`config.mk`:
```
export PLATFORM = sky130hd
export DESIGN_NAME = mem_access_arbiter_flat
export DESIGN_NICKNAME = d
export VERILOG_FILES = /design/src/rtl/mem_access_arbiter_if.sv /design/src/rtl/mem_access_arbiter.sv /design/src/flat_wrapper.sv
export SDC_FILE = /design/constraint.sdc
export NUM_CORES = 1
export LEC_CHECK = 0
export CAP_MARGIN = 20
export CORE_AREA = 2 2 300 302
export CTS_CLUSTER_SIZE = 28
export DETAILED_ROUTE_END_ITERATION = 7
export DIE_AREA = 0 0 302 304
export GPL_ROUTABILITY_DRIVEN = 0
export HOLD_SLACK_MARGIN = 0.06
export PLACE_DENSITY = 0.38
export RECOVER_POWER = 100
export SYNTH_ARGS = -nofsm -noshare
export SYNTH_HDL_FRONTEND = slang
export SYNTH_SLANG_ARGS = --single-unit
```
`constraint.sdc`:
```
create_clock -name clk -period 4.2 [get_ports clk]
set_clock_uncertainty 0.05 [all_clocks]
set_input_delay 0.42 -clock clk [delete_from_list [all_inputs] [get_ports clk]]
set_output_delay 0.42 -clock clk [all_outputs]
set_load 0.02 [all_outputs]
```
`src/rtl/mem_access_arbiter_if.sv`:
```
// Memory-side access port: the arbiter drives the command half (master modport),
// the memory drives busy flags, next serials and tagged responses (slave modport).
interface mem_access_arbiter_if #(
  parameter int ADDR_WIDTH   = 32,
  parameter int DATA_WIDTH   = 128,
  parameter int SERIAL_WIDTH = 4
);
  logic [ADDR_WIDTH-1:0]   memAccessAddr;
  logic [DATA_WIDTH-1:0]   memAccessWriteData;
  logic                    memAccessRE;
  logic                    memAccessWE;
  logic                    memAccessReadBusy;
  logic                    memAccessWriteBusy;
  logic [SERIAL_WIDTH-1:0] nextMemReadSerial;
  logic [SERIAL_WIDTH-1:0] nextMemWriteSerial;
  logic                    memReadDataReady;
  logic [DATA_WIDTH-1:0]   memReadData;
  logic [SERIAL_WIDTH-1:0] memReadSerial;
  logic                    memWriteAckValid;
  logic [SERIAL_WIDTH-1:0] memWriteAckSerial;

  modport master (
    output memAccessAddr, memAccessWriteData, memAccessRE, memAccessWE,
    input  memAccessReadBusy, memAccessWriteBusy, nextMemReadSerial, nextMemWriteSerial,
    input  memReadDataReady, memReadData, memReadSerial, memWriteAckValid, memWriteAckSerial
  );

  modport slave (
    input  memAccessAddr, memAccessWriteData, memAccessRE, memAccessWE,
    output memAccessReadBusy, memAccessWriteBusy, nextMemReadSerial, nextMemWriteSerial,
    output memReadDataReady, memReadData, memReadSerial, memWriteAckValid, memWriteAckSerial
  );
endinterface

```
`src/rtl/mem_access_arbiter.sv`:
```
// N-master arbiter in front of the single memory access port: combinational grant/command
// path, serial-tagged owner tables that route registered read data and write acks back.
module mem_access_arbiter_chk #(
  parameter int NUM_MASTERS = 2
) (
  input logic                   clk,
  input logic                   rst,
  input logic [NUM_MASTERS-1:0] reqRE,
  input logic [NUM_MASTERS-1:0] reqWE
);
  // A master raising read and write together is served as a write; flag it in simulation.
  a_no_rd_wr_same_master: assert property (@(posedge clk) disable iff (rst)
    ((reqRE & reqWE) == '0));
endmodule

module mem_access_arbiter #(
  parameter int NUM_MASTERS  = 2,
  parameter int ADDR_WIDTH   = 32,
  parameter int DATA_WIDTH   = 128,
  parameter int SERIAL_WIDTH = 4,
  parameter int ARB_MODE     = 0
) (
  input  logic                              clk,
  input  logic                              rst,
  input  logic                              exclusive,
  input  logic [NUM_MASTERS-1:0]            reqRE,
  input  logic [NUM_MASTERS-1:0]            reqWE,
  input  logic [NUM_MASTERS*ADDR_WIDTH-1:0] reqAddr,
  input  logic [NUM_MASTERS*DATA_WIDTH-1:0] reqWriteData,
  output logic [NUM_MASTERS-1:0]            reqGrant,
  mem_access_arbiter_if.master              mem,
  output logic [NUM_MASTERS-1:0]            respReadValid,
  output logic [DATA_WIDTH-1:0]             respReadData,
  output logic [NUM_MASTERS-1:0]            respWriteAck,
  output logic [SERIAL_WIDTH:0]             outstandingReads,
  output logic                              errSpurious
);
  localparam int N    = NUM_MASTERS;
  localparam int IW   = (N > 1) ? $clog2(N) : 1;
  localparam int TAGS = 2 ** SERIAL_WIDTH;
  localparam logic [SERIAL_WIDTH:0] CNT_FULL = (SERIAL_WIDTH + 1)'(TAGS);

  logic [TAGS-1:0]          rd_valid_q, rd_valid_d, wr_valid_q, wr_valid_d;
  logic [TAGS-1:0][IW-1:0]  rd_owner_q, rd_owner_d, wr_owner_q, wr_owner_d;
  logic [SERIAL_WIDTH:0]    rd_cnt_q, rd_cnt_d, wr_cnt_q, wr_cnt_d;
  logic [IW-1:0]            rr_ptr_q, rr_ptr_d;
  logic [N-1:0]             resp_rd_valid_q, resp_rd_valid_d, resp_wr_ack_q, resp_wr_ack_d;
  logic [DATA_WIDTH-1:0]    resp_rd_data_q, resp_rd_data_d;
  logic                     err_q, err_d;

  logic                     rd_blocked_s, wr_blocked_s;
  logic [N-1:0]             elig_s;
  logic                     grant_any_s, grant_rd_s, grant_wr_s;
  logic [IW-1:0]            grant_idx_s;
  logic                     rd_hit_s, wr_hit_s;

  // A serial slot is reusable only once its previous owner has retired.
  always_comb begin
    rd_blocked_s = mem.memAccessReadBusy || (rd_cnt_q == CNT_FULL)
                   || rd_valid_q[mem.nextMemReadSerial];
    wr_blocked_s = mem.memAccessWriteBusy || (wr_cnt_q == CNT_FULL)
                   || wr_valid_q[mem.nextMemWriteSerial];
    for (int i = 0; i < N; i++) begin
      elig_s[i] = !rst && (!exclusive || (i == 0))
                  && ((reqWE[i] && !wr_blocked_s) || (!reqWE[i] && reqRE[i] && !rd_blocked_s));
    end
  end

  // Descending scans let the lowest qualifying index win; RR's second scan (above the
  // pointer) overrides the wrap-around scan.
  always_comb begin
    grant_any_s = 1'b0;
    grant_idx_s = '0;
    if (ARB_MODE == 0) begin
      for (int i = N - 1; i >= 0; i--) begin
        if (elig_s[i]) begin
          grant_any_s = 1'b1;
          grant_idx_s = IW'(i);
        end
      end
    end else begin
      for (int i = N - 1; i >= 0; i--) begin
        if (elig_s[i] && (IW'(i) <= rr_ptr_q)) begin
          grant_any_s = 1'b1;
          grant_idx_s = IW'(i);
        end
      end
      for (int i = N - 1; i >= 0; i--) begin
        if (elig_s[i] && (IW'(i) > rr_ptr_q)) begin
          grant_any_s = 1'b1;
          grant_idx_s = IW'(i);
        end
      end
    end
    grant_wr_s = grant_any_s && reqWE[grant_idx_s];
    grant_rd_s = grant_any_s && !reqWE[grant_idx_s];
  end

  // Command path: granted master's request straight onto the memory port.
  always_comb begin
    reqGrant               = '0;
    mem.memAccessAddr      = '0;
    mem.memAccessWriteData = '0;
    mem.memAccessRE        = 1'b0;
    mem.memAccessWE        = 1'b0;
    if (grant_any_s) begin
      reqGrant[grant_idx_s]  = 1'b1;
      mem.memAccessAddr      = reqAddr[int'(grant_idx_s) * ADDR_WIDTH +: ADDR_WIDTH];
      mem.memAccessWriteData = reqWriteData[int'(grant_idx_s) * DATA_WIDTH +: DATA_WIDTH];
      mem.memAccessRE        = grant_rd_s;
      mem.memAccessWE        = grant_wr_s;
    end else begin
      reqGrant = '0;
    end
  end

  // Retire responses first, then allocate new grants, so a same-serial reuse lands valid.
  always_comb begin
    rd_hit_s        = mem.memReadDataReady && rd_valid_q[mem.memReadSerial];
    wr_hit_s        = mem.memWriteAckValid && wr_valid_q[mem.memWriteAckSerial];
    rd_valid_d      = rd_valid_q;
    rd_owner_d      = rd_owner_q;
    wr_valid_d      = wr_valid_q;
    wr_owner_d      = wr_owner_q;
    resp_rd_valid_d = '0;
    resp_wr_ack_d   = '0;
    resp_rd_data_d  = resp_rd_data_q;
    err_d           = err_q || (mem.memReadDataReady && !rd_hit_s)
                            || (mem.memWriteAckValid && !wr_hit_s);
    if (rd_hit_s) begin
      rd_valid_d[mem.memReadSerial]                  = 1'b0;
      resp_rd_valid_d[rd_owner_q[mem.memReadSerial]] = 1'b1;
      resp_rd_data_d                                 = mem.memReadData;
    end else begin
      resp_rd_valid_d = '0;
    end
    if (wr_hit_s) begin
      wr_valid_d[mem.memWriteAckSerial]                = 1'b0;
      resp_wr_ack_d[wr_owner_q[mem.memWriteAckSerial]] = 1'b1;
    end else begin
      resp_wr_ack_d = '0;
    end
    if (grant_rd_s) begin
      rd_valid_d[mem.nextMemReadSerial] = 1'b1;
      rd_owner_d[mem.nextMemReadSerial] = grant_idx_s;
    end else begin
      rd_valid_d = rd_valid_d;
    end
    if (grant_wr_s) begin
      wr_valid_d[mem.nextMemWriteSerial] = 1'b1;
      wr_owner_d[mem.nextMemWriteSerial] = grant_idx_s;
    end else begin
      wr_valid_d = wr_valid_d;
    end
    rd_cnt_d = rd_cnt_q + (SERIAL_WIDTH + 1)'(grant_rd_s) - (SERIAL_WIDTH + 1)'(rd_hit_s);
    wr_cnt_d = wr_cnt_q + (SERIAL_WIDTH + 1)'(grant_wr_s) - (SERIAL_WIDTH + 1)'(wr_hit_s);
    rr_ptr_d = grant_any_s ? grant_idx_s : rr_ptr_q;
  end

  // State registers; pointer resets to N-1 so master 0 is searched first.
  always_ff @(posedge clk) begin
    if (rst) begin
      rd_valid_q      <= '0;
      rd_owner_q      <= '0;
      wr_valid_q      <= '0;
      wr_owner_q      <= '0;
      rd_cnt_q        <= '0;
      wr_cnt_q        <= '0;
      rr_ptr_q        <= IW'(N - 1);
      resp_rd_valid_q <= '0;
      resp_wr_ack_q   <= '0;
      resp_rd_data_q  <= '0;
      err_q           <= 1'b0;
    end else begin
      rd_valid_q      <= rd_valid_d;
      rd_owner_q      <= rd_owner_d;
      wr_valid_q      <= wr_valid_d;
      wr_owner_q      <= wr_owner_d;
      rd_cnt_q        <= rd_cnt_d;
      wr_cnt_q        <= wr_cnt_d;
      rr_ptr_q        <= rr_ptr_d;
      resp_rd_valid_q <= resp_rd_valid_d;
      resp_wr_ack_q   <= resp_wr_ack_d;
      resp_rd_data_q  <= resp_rd_data_d;
      err_q           <= err_d;
    end
  end

  assign respReadValid    = resp_rd_valid_q;
  assign respReadData     = resp_rd_data_q;
  assign respWriteAck     = resp_wr_ack_q;
  assign outstandingReads = rd_cnt_q;
  assign errSpurious      = err_q;

  mem_access_arbiter_chk #(.NUM_MASTERS(N)) u_chk (
    .clk   (clk),
    .rst   (rst),
    .reqRE (reqRE),
    .reqWE (reqWE)
  );
endmodule

```
`src/flat_wrapper.sv`:
```
// flat-port wrapper written by rule: the top's interface ports become plain ports
module mem_access_arbiter_flat 
#(
  parameter int NUM_MASTERS  = 2,
  parameter int ADDR_WIDTH   = 32,
  parameter int DATA_WIDTH   = 128,
  parameter int SERIAL_WIDTH = 4,
  parameter int ARB_MODE     = 0
)
  (clk, rst, exclusive, reqRE, reqWE, reqAddr, reqWriteData, reqGrant, respReadValid, respReadData, respWriteAck, outstandingReads, errSpurious, mem_memAccessAddr, mem_memAccessWriteData, mem_memAccessRE, mem_memAccessWE, mem_memAccessReadBusy, mem_memAccessWriteBusy, mem_nextMemReadSerial, mem_nextMemWriteSerial, mem_memReadDataReady, mem_memReadData, mem_memReadSerial, mem_memWriteAckValid, mem_memWriteAckSerial);
  mem_access_arbiter_if #(.ADDR_WIDTH(ADDR_WIDTH), .DATA_WIDTH(DATA_WIDTH), .SERIAL_WIDTH(SERIAL_WIDTH)) mem_i ();
  input  logic clk;
  input  logic rst;
  input  logic exclusive;
  input  logic [NUM_MASTERS-1:0] reqRE;
  input  logic [NUM_MASTERS-1:0] reqWE;
  input  logic [NUM_MASTERS*ADDR_WIDTH-1:0] reqAddr;
  input  logic [NUM_MASTERS*DATA_WIDTH-1:0] reqWriteData;
  output logic [NUM_MASTERS-1:0] reqGrant;
  output logic [NUM_MASTERS-1:0] respReadValid;
  output logic [DATA_WIDTH-1:0] respReadData;
  output logic [NUM_MASTERS-1:0] respWriteAck;
  output logic [SERIAL_WIDTH:0] outstandingReads;
  output logic errSpurious;
  output wire logic [$bits(mem_i.memAccessAddr)-1:0] mem_memAccessAddr;
  output wire logic [$bits(mem_i.memAccessWriteData)-1:0] mem_memAccessWriteData;
  output wire logic [$bits(mem_i.memAccessRE)-1:0] mem_memAccessRE;
  output wire logic [$bits(mem_i.memAccessWE)-1:0] mem_memAccessWE;
  input wire logic [$bits(mem_i.memAccessReadBusy)-1:0] mem_memAccessReadBusy;
  input wire logic [$bits(mem_i.memAccessWriteBusy)-1:0] mem_memAccessWriteBusy;
  input wire logic [$bits(mem_i.nextMemReadSerial)-1:0] mem_nextMemReadSerial;
  input wire logic [$bits(mem_i.nextMemWriteSerial)-1:0] mem_nextMemWriteSerial;
  input wire logic [$bits(mem_i.memReadDataReady)-1:0] mem_memReadDataReady;
  input wire logic [$bits(mem_i.memReadData)-1:0] mem_memReadData;
  input wire logic [$bits(mem_i.memReadSerial)-1:0] mem_memReadSerial;
  input wire logic [$bits(mem_i.memWriteAckValid)-1:0] mem_memWriteAckValid;
  input wire logic [$bits(mem_i.memWriteAckSerial)-1:0] mem_memWriteAckSerial;
  assign mem_memAccessAddr = mem_i.memAccessAddr;
  assign mem_memAccessWriteData = mem_i.memAccessWriteData;
  assign mem_memAccessRE = mem_i.memAccessRE;
  assign mem_memAccessWE = mem_i.memAccessWE;
  assign mem_i.memAccessReadBusy = mem_memAccessReadBusy;
  assign mem_i.memAccessWriteBusy = mem_memAccessWriteBusy;
  assign mem_i.nextMemReadSerial = mem_nextMemReadSerial;
  assign mem_i.nextMemWriteSerial = mem_nextMemWriteSerial;
  assign mem_i.memReadDataReady = mem_memReadDataReady;
  assign mem_i.memReadData = mem_memReadData;
  assign mem_i.memReadSerial = mem_memReadSerial;
  assign mem_i.memWriteAckValid = mem_memWriteAckValid;
  assign mem_i.memWriteAckSerial = mem_memWriteAckSerial;
  mem_access_arbiter #(.NUM_MASTERS(NUM_MASTERS), .ADDR_WIDTH(ADDR_WIDTH), .DATA_WIDTH(DATA_WIDTH), .SERIAL_WIDTH(SERIAL_WIDTH), .ARB_MODE(ARB_MODE)) u_core (.clk(clk), .rst(rst), .exclusive(exclusive), .reqRE(reqRE), .reqWE(reqWE), .reqAddr(reqAddr), .reqWriteData(reqWriteData), .reqGrant(reqGrant), .mem(mem_i), .respReadValid(respReadValid), .respReadData(respReadData), .respWriteAck(respWriteAck), .outstandingReads(outstandingReads), .errSpurious(errSpurious));
endmodule
```
[Word-level counts from Yosys, hierarchy flattened]
Cells that the tools add are included.
Word-level totals
  bits of input ports: 475
  output and inout port bits: 302
  register bits: 207
  word-level logic and storage cells: 153
Cells by class
  shift-type cells: 2
  equality and inequality tests: 2
  order comparisons: 14
  bitwise gates (word level): 8
  reductions and logical operators: 41
  add/subtract/negate cells: 4
  multiplexer cells: 42
Operators with widths (number)
  indexed part select 256 x 9 -> 128 bit: 1
  two-way mux 128 bit: 1
  two-way mux 16 bit: 4
  indexed part select 64 x 7 -> 32 bit: 1
  AND 16 bit: 2
  bitwise mux 16 bit: 2
  two-way mux 32 bit: 1
  NOT 16 bit: 2
  bitwise OR 16 bit: 2
  binary-select mux 1 bit (select 4 bit): 6
  logical AND 1 bit: 22
  less-than comparator 4 x 5 -> 1 bit, second input constant: 4
  two-way mux 1 bit: 20
  demux 1 bit (select 4 bit): 4
  >= comparator 4 x 1 -> 1 bit, second input constant: 4
  adder 5 x 1 -> 5 bit: 2
  == test 5 bit, second input constant: 2
  subtractor 5 x 1 -> 5 bit: 2
  zero test 1 bit: 9
  logical OR 1 bit: 8
  less-than comparator 1 x 2 -> 1 bit, second input constant: 3
  OR reduction 2 bit: 2
  demux 1 bit (select 1 bit): 3
  >= comparator 1 bit, second input constant: 3
  other kinds (2): 3

[Longest topological paths before layout]
Gate-level depths: netlist of run 1.
  word-level depth: 15
  depth in mapped cells: 17
  mapped depth without buffers: 15

[Worst setup path before layout of run 1]
Ideal clock, no wire load.
  path type: input to register
  start point: in mem_memReadSerial[0]
  end point: reg u_core.rd_cnt_q[4] (netlist: u_core.outstandingReads[4])
  arrival: 3.554 ns
  stages on the path: 14
  setup time: 0.070 ns
  setup slack: 0.526 ns
  path buffers: 2
  required time: 4.080 ns
  path through: buf_2 -> mux4_2 -> mux4_2 -> nand2_1 -> inv_1 -> clkbuf_1 -> ha_1 -> inv_1 -> ha_1 -> fa_1 -> a21oi_1 -> nor2_1 -> or3_1 -> a21oi_1
On the way
  cells in the longest elaborated chain, start to end: 4
RTL lines
  start, declared: RTL line flat_wrapper.sv:35  | input wire logic [$bits(mem_i.memReadSerial)-1:0] mem_memReadSerial;
  binary-select mux 1 bit (select 4 bit): RTL line mem_access_arbiter.sv:119  | rd_hit_s = mem.memReadDataReady && rd_valid_q[mem.memReadSerial];
  two-way mux 1 bit (implied by the code): RTL line mem_access_arbiter.sv:119
  logical AND 1 bit: RTL line mem_access_arbiter.sv:119
  via u_core.rd_hit_s: RTL line mem_access_arbiter.sv:55  | logic rd_hit_s, wr_hit_s;
  subtractor 5 x 1 -> 5 bit: RTL line mem_access_arbiter.sv:155  | rd_cnt_d = rd_cnt_q + (SERIAL_WIDTH + 1)'(grant_rd_s) - (SERIAL_WIDTH + 1)'(rd_hit_s);
  end signal, assigned: RTL line mem_access_arbiter.sv:179  | rd_cnt_q <= rd_cnt_d;
  end, declared: RTL line mem_access_arbiter.sv:45  | logic [SERIAL_WIDTH:0] rd_cnt_q, rd_cnt_d, wr_cnt_q, wr_cnt_d;
The timed path passes the listed nets, and every way through them passes these cells. The select of a mux whose other input is x is not followed.
A chain may end at the register's enable or synchronous reset.

[Worst setup path after layout of run 1]
  start point: in mem_nextMemWriteSerial[1]
  end point: out mem_memAccessWriteData[118]
On the way
  cells in the longest elaborated chain, start to end: 11
  elaborated cells between the ends (all ways): 15
  classes of those cells: 1 x shift; 6 x mux; 8 x reduce/logical
RTL lines
  start, declared: RTL line flat_wrapper.sv:32  | input wire logic [$bits(mem_i.nextMemWriteSerial)-1:0] mem_nextMemWriteSerial;
  binary-select mux 1 bit (select 4 bit) *: RTL line mem_access_arbiter.sv:62  | || wr_valid_q[mem.nextMemWriteSerial];
  two-way mux 1 bit (implied by the code) *: RTL line mem_access_arbiter.sv:62
  logical OR 1 bit *: RTL line mem_access_arbiter.sv:62
  zero test 1 bit *: RTL line mem_access_arbiter.sv:65  | && ((reqWE[i] && !wr_blocked_s) || (!reqWE[i] && reqRE[i] && !rd_blocked_s));
  logical AND 1 bit: RTL line mem_access_arbiter.sv:65
  logical OR 1 bit: RTL line mem_access_arbiter.sv:65
  logical AND 1 bit: RTL line mem_access_arbiter.sv:65
  two-way mux 1 bit (2 in series): RTL line mem_access_arbiter.sv:76  | if (elig_s[i]) begin
  indexed part select 256 x 9 -> 128 bit: RTL line mem_access_arbiter.sv:109  | mem.memAccessWriteData = reqWriteData[int'(grant_idx_s) * DATA_WIDTH +: DATA_WIDTH];
  two-way mux 128 bit *: RTL line mem_access_arbiter.sv:106  | if (grant_any_s) begin
  end, declared: RTL line flat_wrapper.sv:26  | output wire logic [$bits(mem_i.memAccessWriteData)-1:0] mem_memAccessWriteData;
Mark *: on every way between the ends. The rest lies on a longest branch, timed or not. The select of a mux whose other input is x is not followed.

==> results.json, run 1 <==
{
  "status": "completed",
  "grt_max_degree": 131,
  "synth-edff-count": 0,
  "finalHoldViolations": 0,
  "grt_pass1_vias": 14200,
  "yosysSeqAreaShare_pct": 38.9,
  "utilization_pct": 24.5,
  "portBuffers": 776,
  "synth_seq_cells": 207,
  "dp_slack_ps": -459,
  "dieArea_mm2": 0.0918,
  "syn_area_per_cell_um2": 7.82,
  "row_count": 110,
  "leakage_uw": 0.00860,
  "fillers": 9648,
  "synth_common_cells": "263 x nand2_1, 207 x dfxtp_1, 191 x nor2_1",
  "cp_max_fo": 55,
  "worst_pin_slew_ps": 916,
  "drc": 0,
  "critical_path_class": "input pin to output port",
  "synth_cell_types": 42,
  "yosysWarnings": 0,
  "setup_slack_ps": 126,
  "ir_drop_uv": 272,
  "wl_per_cell_um": 21.8,
  "io_pins": 777,
  "maxSlewViolCount": 0,
  "synthArstFlopShare_pct": 0,
  "synth_area_mm2": 0.0106,
  "hold_depth": 2,
  "hpwl_um": 60100,
  "fmax_ghz": 0.245,
  "synthCells": 1362,
  "holdPathEnd": "u_core.outstandingReads[0]$_SDFF_PP0_",
  "power.total_uw": 6330,
  "arrival_ps": 3600,
  "tritoncts": "built",
  "required_ps": 3730,
  "overflow": 0,
  "dieHeight_um": 304,
  "htree_levels": 1,
  "cts_sinks": 207,
  "max_slew_margin_pct": 38.9,
  "routed_wl_um": 73600,
  "clk_latency_ps": 550,
  "synth_top_area_cell": "dfxtp_1",
  "dominantRegCellSynth": "dfxtp_1",
  "drt_iter0_drc": 756,
  "fin_crit_ps": 4070,
  "fin_crit_sh_pct": 97.0,
  "grt_use_total_pct": 15.2,
  "core_area_mm2": 0.0890,
  "synth.most_common_cell": "nand2_1",
  "fin_nets": 2665,
  "yosysTopAreaCellShare_pct": 38.9,
  "reg2reg_to": "u_core.outstandingReads[4]$_SDFF_PP0_",
  "hold_path_class": "input pin to flop",
  "layout-drive-gt1-share_pct": 15.5,
  "cap_violations": 0,
  "clk_pin_slew_worst_paths_ps": 60,
  "initial_core_util_pct": 12.0,
  "final-setup-viol-count": 0,
  "synth_nets": 1851,
  "postLayoutCellArea_mm2": 0.0218,
  "dr.pass1.iters": 5,
  "clockBufferDepth": 3,
  "antenna_found_initial": 19,
  "reg2reg_depth": 12,
  "worstHoldStart": "rst",
  "cts_buffers": 25,
  "power.density_mw_per_mm2": 290,
  "rsz0062_at_grt": "true",
  "regToRegSetupSlack_ps": 1010,
  "cts-root-buf": "clkbuf_16",
  "reg2reg_from": "u_core.rd_valid_q[12]$_SDFF_PP0_",
  "ant_nets": 0,
  "end_kind": "output port",
  "critPathLaunchType": "input pin",
  "grt_pass1_wl_um": 102000,
  "place_area_mm2": 0.0207,
  "die_x_um": 302,
  "dr_total_vias": 13400,
  "netlist_top_cells_area": "dfxtp_1 39%, a22oi_1 11%, nand2_1 9.3%, a21oi_1 7.9%, nor2_1 6.7%",
  "area_delta_synth_final_pct": 105,
  "viasPerCell": 3.96
}
-- logic make-up after synthesis --
family	after synthesis	share of synthesized area, %
AO/OA/AOI/OAI	376	22.1
AND/OR/NAND/NOR	550	21.6
flip-flops	207	38.9
adder cells (fa/ha/maj)	14	1.79
XOR/XNOR	6	0.494
buffers and inverters	141	6.02
multiplexers	68	9.14
-- layout by cell type (no fill, tap or decap), types with 40 or more instances in the layout --
| cell type | n |
|---|---|
| nor2_1 | 186 |
| dlygate4sd2_1 | 49 |
| buf_12 | 54 |
| buf_4 | 137 |
| a21oi_1 | 169 |
| dlygate4sd3_1 | 137 |
| a22oi_1 | 142 |
| clkdlybuf4s50_1 | 472 |
| mux2i_1 | 40 |
| nand2_1 | 262 |
| dfxtp_1 | 205 |
-- power breakdown --
group / leakage, uW / switching, uW / internal, uW
clock: 0.000417 / 925 / 1320
combinational: 0.00651 / 1030 / 1060
sequential: 0.00167 / 14.3 / 1980
-- stage by stage --
step           hold WS [ps]  instances  setup TNS [ps]
2_1_floorplan           399       1362               0
3_3_place_gp            391       3311          -36840
3_5_place_dp            396       3311          -36140
4_1_cts                 164       3362               0
5_1_grt                 170       3381            -333
6_report                182       3383               0
-- routing by layer --
layer	GRT usage (%)	vias up	share of wire, %
li1	-	6397	-
met1	15.8	6308	36
met2	28.2	617	51
met3	4.77	81	8.8
met4	5.85	2	3.7
met5	0	-	0.018
-- sequential cells by signal (all words and copies together), names as in the netlist --
register and cells:
u_core.rd_valid_q 16, u_core.outstandingReads 5, u_core.wr_cnt_q 5, u_core.respReadData 128
u_core.wr_owner_q 16, u_core.wr_valid_q 16, u_core.respWriteAck 2, u_core.errSpurious 1
u_core.rd_owner_q 16, u_core.respReadValid 2
-- worst max path at each step --
| stage | endpoint | slack, ps | from | depth (start not counted) |
|---|---|---|---|---|
| floorplan | u_core.outstandingReads[4]$_SDFF_PP0_ | 530 | mem_memReadSerial[0] | 14 |
| global placement | mem_memAccessWriteData[75] | -460 | mem_nextMemReadSerial[0] | 14 |
| detailed placement | mem_memAccessWriteData[75] | -460 | mem_nextMemReadSerial[0] | 14 |
| CTS | mem_memAccessWriteData[78] | 2 | u_core.outstandingReads[2]$_SDFF_PP0_ | 16 |
| global route | mem_memAccessWriteData[10] | -70 | u_core.outstandingReads[2]$_SDFF_PP0_ | 15 |
| finish | mem_memAccessWriteData[118] | 130 | mem_nextMemWriteSerial[1] | 13 |
-- repair_timing --
action                                  CTS  global route
endpoints found under the setup margin  144            83
gates cloned                              3             2
hold buffers                              0             0
pin swaps                                 8             7
gates resized for setup                 104            90
setup buffers                             3             6
-- area by class of cell --
class,instances,area (um^2),area share (%)
flip-flops and latches,207,4150,19.0
diodes,13,32.5,0.149
inverters,20,77.6,0.355
repair buffers,908,9240,42.3
well taps,1176,1470,6.74
multi-input cells,1014,6000,27.5
clock buffers,31,708,3.24
clock inverters,14,143,0.654
-- worst max-delay path, cell delays in order --
cell and delay, ps:
clkdlybuf4s50_1 400, buf_4 180, and2_1 170, a22o_1 220, o211ai_1 300, buf_4 170, nand2_1 100, buf_4 170
a21o_4 230, buf_16 190, a22oi_1 600, nor2_1 170, buf_12 180
Power figures use the tool's default switching activity.
==> run 2, diff against run 1 <==
--- a/config.mk
+++ b/config.mk
@@ -10,7 +10,6 @@
 export CTS_CLUSTER_SIZE = 28
 export DETAILED_ROUTE_END_ITERATION = 7
 export DIE_AREA = 0 0 302 304
-export GPL_ROUTABILITY_DRIVEN = 0
 export HOLD_SLACK_MARGIN = 0.06
 export PLACE_DENSITY = 0.38
 export RECOVER_POWER = 100
==> results of run 2 <==
The final DEF is identical to that of run 1; final timing and power are the same.
==> run 3, diff against run 2 <==
--- a/config.mk
+++ b/config.mk
@@ -6,10 +6,10 @@
 export NUM_CORES = 1
 export LEC_CHECK = 0
 export CAP_MARGIN = 20
-export CORE_AREA = 2 2 300 302
+export CORE_AREA = 3 3 301 303
 export CTS_CLUSTER_SIZE = 28
 export DETAILED_ROUTE_END_ITERATION = 7
-export DIE_AREA = 0 0 302 304
+export DIE_AREA = 0 0 304 306
 export HOLD_SLACK_MARGIN = 0.06
 export PLACE_DENSITY = 0.38
 export RECOVER_POWER = 100
==> run 3 against run 2 <==
The run now ends with negative setup slack left. Sequential cell count unchanged. Clock-buffer cell count increased by 10. Register-to-register slack got worse by 350 ps. Via count increased by 1.1%. Power increased by 4.3%. Critical path depth increased by 2. Wire length increased by 2.1%. Sequential power about the same. Fmax decreased by 4.0%. Clock power increased by 10%. Critical endpoint is now mem_memAccessWriteData[106].
==> results.json, run 3 (synthesis gave the netlist of run 1 again) <==
{
  "dieArea_mm2": 0.0930,
  "reg2reg_from": "u_core.outstandingReads[2]$_SDFF_PP0_",
  "leakage_uw": 0.00851,
  "portBuffers": 776,
  "rsz0062_at_grt": "true",
  "place_area_mm2": 0.0206,
  "clk_pin_slew_worst_paths_ps": 60,
  "seq_area_mm2": 0.00415,
  "multi_input_area_mm2": 0.00623,
  "fillers": 9599,
  "wl_per_cell_um": 22.3,
  "grt_use_total_pct": 15.3,
  "dr_total_vias": 13500,
  "final_cell_mix": "472 x clkdlybuf4s50_1, 261 x nand2_1, 205 x dfxtp_1, 175 x nor2_1, 169 x a21oi_1",
  "fin_nets": 2660,
  "hold_ws_ps": 351,
  "cp_max_fo": 34,
  "ctsHoldBuffers": 0,
  "overflow": 0,
  "crit_start": "u_core.outstandingReads[2]$_SDFF_PP0_",
  "dr.pass1.iters": 5,
  "maxSlewViolCount": 0,
  "hold_path_class": "input pin to flop",
  "initial_core_util_pct": 12.1,
  "viasPerCell": 4.03,
  "clock_power_share_pct": 37.5,
  "fmax_ghz": 0.236,
  "clockBufferDepth": 3,
  "drt_iter0_drc": 750,
  "violations": "negative setup slack",
  "grt_max_degree": 159,
  "clk_latency_ps": 570,
  "status": "finished with violations",
  "worst_pin_slew_ps": 1050,
  "antenna_found_initial": 29,
  "cts_sinks": 207,
  "fin_crit_sh_pct": 101,
  "row_count": 109,
  "final_common_cell": "clkdlybuf4s50_1",
  "ant_nets": 0,
  "hpwl_um": 60400,
  "intPower_uw": 4600,
  "max_slew_margin_pct": 30.2,
  "hold_depth": 3,
  "dieHeight_um": 306,
  "grt_pass1_wl_um": 105000,
  "htree_levels": 1,
  "grt_pass1_vias": 14400,
  "arrival_ps": 3770,
  "critPathSlowestCell": "nor4bb_4",
  "place.gp.congestion": 0.911,
  "pwr-share-comb_pct": 32.2,
  "io_pins": 777,
  "area_delta_synth_final_pct": 106,
  "power.density_mw_per_mm2": 302,
  "worst_path_most_repeated_cell": "buf_12",
  "postLayoutCellArea_mm2": 0.0219,
  "end_kind": "output port",
  "power_switching_uw": 2000,
  "cts-root-buf": "clkbuf_16",
  "cap_violations": 0,
  "slowest_delay_ps": 610,
  "finalHoldViolations": 0,
  "layout-drive-gt1-share_pct": 18.4,
  "largest_reg_flops": 128,
  "core_area_mm2": 0.0882,
  "ir_drop_uv": 267,
  "seqPwrFrac_pct": 30.3,
  "fin_crit_ps": 4240,
  "critical_path_class": "flop to output port",
  "cts_buffers": 28,
  "tritoncts": "built",
  "setup_slack_ps": -44.9,
  "routed_wl_um": 75100,
  "die_x_um": 304,
  "critPathLaunchType": "flop",
  "reg2reg_depth": 17,
  "cp_cell_sequence": "inv_4 -> ha_4 -> nor4bb_4 -> a311oi_2 -> nand4_1 -> buf_4 -> nor3_4 -> a21o_4 -> buf_12 -> buf_12 -> buf_12 -> a22oi_2 -> buf_4 -> nor2_1 -> buf_12",
  "final-setup-viol-count": 1,
  "worstHoldStart": "mem_memReadData[2]",
  "drc": 0,
  "required_ps": 3730,
  "netSwitchingFraction_pct": 30.4
}
[run 3: cell count changes in the layout (fill, tap and decap cells not counted), sizes merged, moves of 2 or more]
| cell | delta |
|---|---|
| diode | -3 |
| clkinv | -4 |
| clkbuf | +43 |
| clkdlybuf4s15 | -6 |
| buf | -10 |
| dlygate4sd2 | -25 |
| clkinvlp | -2 |
[run 3: final timing paths]
check	endpoint	slack, ps
max	mem_memAccessWriteData[106]	-40
min reg2reg	u_core.respReadData[15]$_SDFFE_PP0P_	400
min	u_core.respReadData[2]$_SDFFE_PP0P_	350
max reg2reg	u_core.wr_cnt_q[4]$_SDFF_PP0_	660
[run 3: area by class of cell]
type	count	area share [%]
timing repair buffer	900	41.1
multi-input combinational	1014	28.5
sequential	207	19.0
tap	1165	6.66
clock buffer	41	3.79
clock inverter	8	0.571
inverter	20	0.366
antenna	10	0.114
[run 3: power by group through the flow]
stage	sequential [uW]	clock (uW)	combinational (uW)
CTS	2000	2610	2170
finish	2000	2480	2120
floorplan	2050	0	725
global placement	2040	0	2040
detailed placement	2040	0	2040
global route	2000	2670	2270
[run 3: through the flow]
step	cells	setup slack (ps)	power [uW]	TNS, ps	util (%)
6_report	3365	-44.9	6600	-44.9	24.8
5_1_grt	3365	-122	6930	-2250	24.8
4_1_cts	3358	-77.2	6780	-653	25.0
3_5_place_dp	3286	-388	4090	-22810	23.3
3_3_place_gp	3286	-424	4090	-23660	23.3
2_1_floorplan	1362	526	2770	0	-
[run 3: critical path, delay by kind of cell (launching register included)]
kind	cells	cell delay (ps)
buffers and inverters	7	1080
and+or+nand+nor	4	900
AOI/OAI and AO/OA	3	710
DFF	1	360
adders and majority gates	1	110
[run 3: layer usage]
metal  share of wire (%)  global-route usage [%]  wire (um)
met1                  35                    15.7      26600
met3                 9.4                    5.97       7050
met5                0.10                       0         78
met4                 4.1                    6.29       3120
met2                  51                    27.8      38300
[run 3: timing repair]
action	CTS	global route
resized for setup	223	136
pin swaps	25	12
buffers inserted	25	0
gates cloned	4	1
setup endpoints to repair	163	124
